`src/rtl/counter_predict.sv`:
```
// -----------------------------------------------------------------------------
// counter_predict
// Combinational next-value model of clock_counter: given the previous count
// and the rst/en that were applied with it, produce the count that must appear
// next. rst has priority over en; the increment wraps modulo 2^WIDTH.
//   prev_i : previous count       rst_i : counter reset seen with prev_i
//   en_i   : counter enable seen with prev_i
//   next_o : predicted next count
// -----------------------------------------------------------------------------
module counter_predict #(
  parameter int WIDTH = 4
) (
  input  logic [WIDTH-1:0] prev_i,
  input  logic             rst_i,
  input  logic             en_i,
  output logic [WIDTH-1:0] next_o
);

  always_comb begin
    // NOTE: assign a default first in every combinational block so no path
    // leaves the output unassigned, which would infer a latch.
    next_o = prev_i;
    if (rst_i) begin
      next_o = '0;
    end else if (en_i) begin
      next_o = prev_i + WIDTH'(1);
    end
  end

endmodule : counter_predict

```
`config.mk`:
```
export PLATFORM = sky130hd
export DESIGN_NAME = counter_predict
export DESIGN_NICKNAME = d
export VERILOG_FILES = /design/src/rtl/counter_predict.sv
export SDC_FILE = /design/constraint.sdc
export NUM_CORES = 1
export LEC_CHECK = 0
export ABC_CLOCK_PERIOD_IN_PS = 1500
export CORE_AREA = 8 8 45 47
export DETAILED_ROUTE_END_ITERATION = 10
export DIE_AREA = 0 0 53 55
export PLACE_DENSITY = 0.38
export SYNTH_ARGS = -nofsm -noshare
export SYNTH_HDL_FRONTEND = slang
export SYNTH_SLANG_ARGS = --single-unit
```
`constraint.sdc`:
```
create_clock -name vclk -period 1.5
set_clock_uncertainty 0.1 [all_clocks]
set_input_delay 0.375 -clock vclk [all_inputs]
set_output_delay 0.375 -clock vclk [all_outputs]
set_load 0.05 [all_outputs]
```
Word-level counts from Yosys, hierarchy flattened
Cells that the tools add are included. W data, S select, Z words.

Flip-flop bits (word level): 0. Input port bits: 6. Output and inout bits: 4. Logic and storage cells: 3.

Mux-type cells: 2. Add/subtract/negate cells: 1.

Operators with widths (count): $mux W4 (2); $add A4 B1 Y4 const B (1).

Longest topological paths before layout
Depth after elaboration: 3. Mapped depth: 3. Mapped depth without buffers: 3.

Worst setup path after synthesis
No wires, ideal clock.

Path type: in2out. From: in prev_i[0]. To: out next_o[2]. Setup slack: -0.506 ns. Arrival: 1.531 ns. Data required time: 1.025 ns. Cell stages on the path: 3. Cells stage by stage: ha_1 -> a21bo_2 -> a21oi_1.

Cells in the longest elaborated chain, start to end: 3.

Ends and longest elaborated chain: start, declared (RTL line 13) `input logic [WIDTH-1:0] prev_i,`; $add A4 B1 Y4 (RTL line 26) `next_o = prev_i + WIDTH'(1);`; $mux W4 (RTL line 25) `end else if (en_i) begin`; $mux W4 (RTL line 23) `if (rst_i) begin`; end, declared (RTL line 16) `output logic [WIDTH-1:0] next_o`.

No other way between the ends.

Worst setup path in the final report
From: in prev_i[1]. To: out next_o[2].

Same word-level chain as after synthesis.

==> summary.md <==
| Metric | Value |
|---|---|
| Run status | `finished, violations left` |
| Failing checks | `setup timing` |
| Top cells by area, synth | `mux2_4 16%, ha_1 14%, nor2_1 12%, a21bo_2 11%, mux2i_1 11%` |
| Synthesis-to-layout area growth | `271.6%` |
| Max Slew Vio Count | `0` |
| Port Buffers | `10` |
| Layout cells sized above 1 | `0.8148` |
| Clock buffers | `0` |
| # hold bufs at CTS | `0` |
| Delay-heaviest family, CP | `compound AO/OA/AOI/OAI gates` |
| Max stage delay on crit path | `~0.21 ns` |
| Final GP Congestion | `0.6277` |
| Total track usage | `0.03435` |
| Part of the cycle the worst path needs | `1.063` |
| Syn Area/Cell | `7.716 µm²` |
| CP max FO | `3` |
| Area leader, netlist | `mux2_4` |
| N_diodes | `0` |
| Drt wl/cell | `10.77 µm` |
| RSZ-0062 raised after global routing | `true` |
| Ports | `10` |
| F_max | `627.4 MHz` |
| Dpl cells | `42` |
| Largest net degree at the start of global routing | `5` |
| Die width | `between 50 and 60 µm` |
| Fill cells | `~150` |
| Worst Hold Margin | `1.051 ns` |
| Routed wire length | `463 µm` |
| Slew @ Worst Pin | `0.1575 ns` |
| Synthesized area | `92.59 µm²` |
| Clk pwr share | `0` |
| Max-cap viol count | `0` |
| Hold path cells | `4` |
| Initial DRC Count | `1` |
| Req. time, crit path | `about 1 ns` |
| YS warnings | `0` |
| CP Cell Sequence | `buf_8, ha_4, a21bo_4, a21oi_4, buf_12` |
| CP Class | `input pin to primary output` |
| GRT overflow | `0` |
| Final Cell Area | `344.1 µm²` |
| Placement Rows | `14` |
| Setup TNS | `-0.1771 ns` |
| Core area | `1384 µm²` |
| Via count | `146` |
| Syn Inst Count | `12` |
| CP Launch Type | `input pin` |
| DRC viols | `0` |
| Seq/Total Area, Yosys | `0` |
| CP arrival | `1.12 ns` |
| Seq pwr share | `0` |
| Sequential cells | `0` |
| Min cycle time layout | `1.594 ns` |
| Post-synth top area share | `0.1622` |
| Nature of the critical path endpoint | `primary output` |
| Initial cell density of the core | `0.06691` |
| Internal Power | `around 74 µW` |
| Core Util, Final | `0.2486` |
| Cell with the most instances after synthesis | `nor2_1` |
| CP max stage cell | `a21bo_4` |
| DIE AREA | `2915 µm²` |
| First-pass GRT wire length | `772 µm` |
| Detailed-router iteration count before antenna repair | `2` |
| Reg area | `0 µm²` |
| Fin cells | `43` |
| Vias in the first global route | `165` |
| Sw power | `61.20 µW` |
| Pleak | `roughly 0.00014 µW` |
| Post-synth net total | `19` |
| Buf/Inv on CP | `2` |
| Instance count on the critical path | `5` |
| Vias per cell | `3.395` |
| Dpl hpwl | `approximately 360 µm` |
| PwrDens | `392.3 nW/µm²` |
| Distinct cells, synth | `10` |
| DP Area | `roughly 290 µm²` |
| Initial antenna violation count | `0` |
| Sw Share | `0.4534` |
| Setup ws final | `-0.09397 ns` |
| Final Hold Viols | `0` |
| Setup Viol. Count Final | `3` |
| Combinational share of power | `1.000` |
| Nets | `36` |
| Die height | `55 µm` |
| Routed Antenna Nets | `0` |
| Worst slew margin | `0.8928` |
| Maximum vdd drop | `0.0001235 V` |
| Worst Hold Class | `input pin to primary output` |
==> power groups by stage <==
stage	Sequential, µW	Combinational (µW)	Clock (µW)
after floorplan	0	50.9	0
after global placement	0	114	0
after detailed placement	0	115	0
after CTS	0	127	0
after global routing	0	142	0
final	0	135	0
==> layer usage <==
layer	vias up	GRT usage	share of wire
met5	-	0	0
met4	0	0	0
met3	0	0.01337	0.13
met2	10	0.05469	0.38
met1	62	0.04532	0.49
li1	74	-	-
==> logic make-up after synthesis <==
logic type | synth area share
XOR/XNOR | 0.09461
adder cells (fa/ha/maj) | 0.1351
AO/OA/AOI/OAI | 0.1621
AND/OR/NAND/NOR | 0.3379
multiplexers | 0.2702
==> path summary, 6_finish.rpt <==
kind / startpoint / to / slack [ns]
worst max-delay path: prev_i[1] / next_o[2] / -0.09
worst min-delay path: rst_i / next_o[0] / 1.05
==> stage by stage <==
stage	total power, µW	setup slack, ns
global placement	113.5	-0.5562
detailed placement	114.5	-0.5801
floorplan	50.92	-0.08814
global route	141.7	-0.1151
CTS	126.7	-0.1209
finish	135.0	-0.09397
==> cells in the final DEF, fill, tap and decap left out, drive strengths merged <==
cell    instances
buf            15
nor2            3
a21bo           1
nand3b          1
a21oi           1
mux2i           1
xnor2           1
nor2b           1
nand4           1
mux2            1
ha              1
==> area by class of cell <==
cell class | count | area, µm² | area share
Tap cell | 16 | 20.02 | 0.05818
Timing Repair Buffer | 15 | 178.9 | 0.5200
Multi-Input combinational cell | 12 | 145.1 | 0.4218
==> repair_timing <==
item / in CTS / in global routing
resized for setup: 37 / 4
pin swaps: 4 / 2
endpoints found under the setup margin: 4 / 4
buffers inserted: 0 / 1
(Power assumes the default switching activity.)
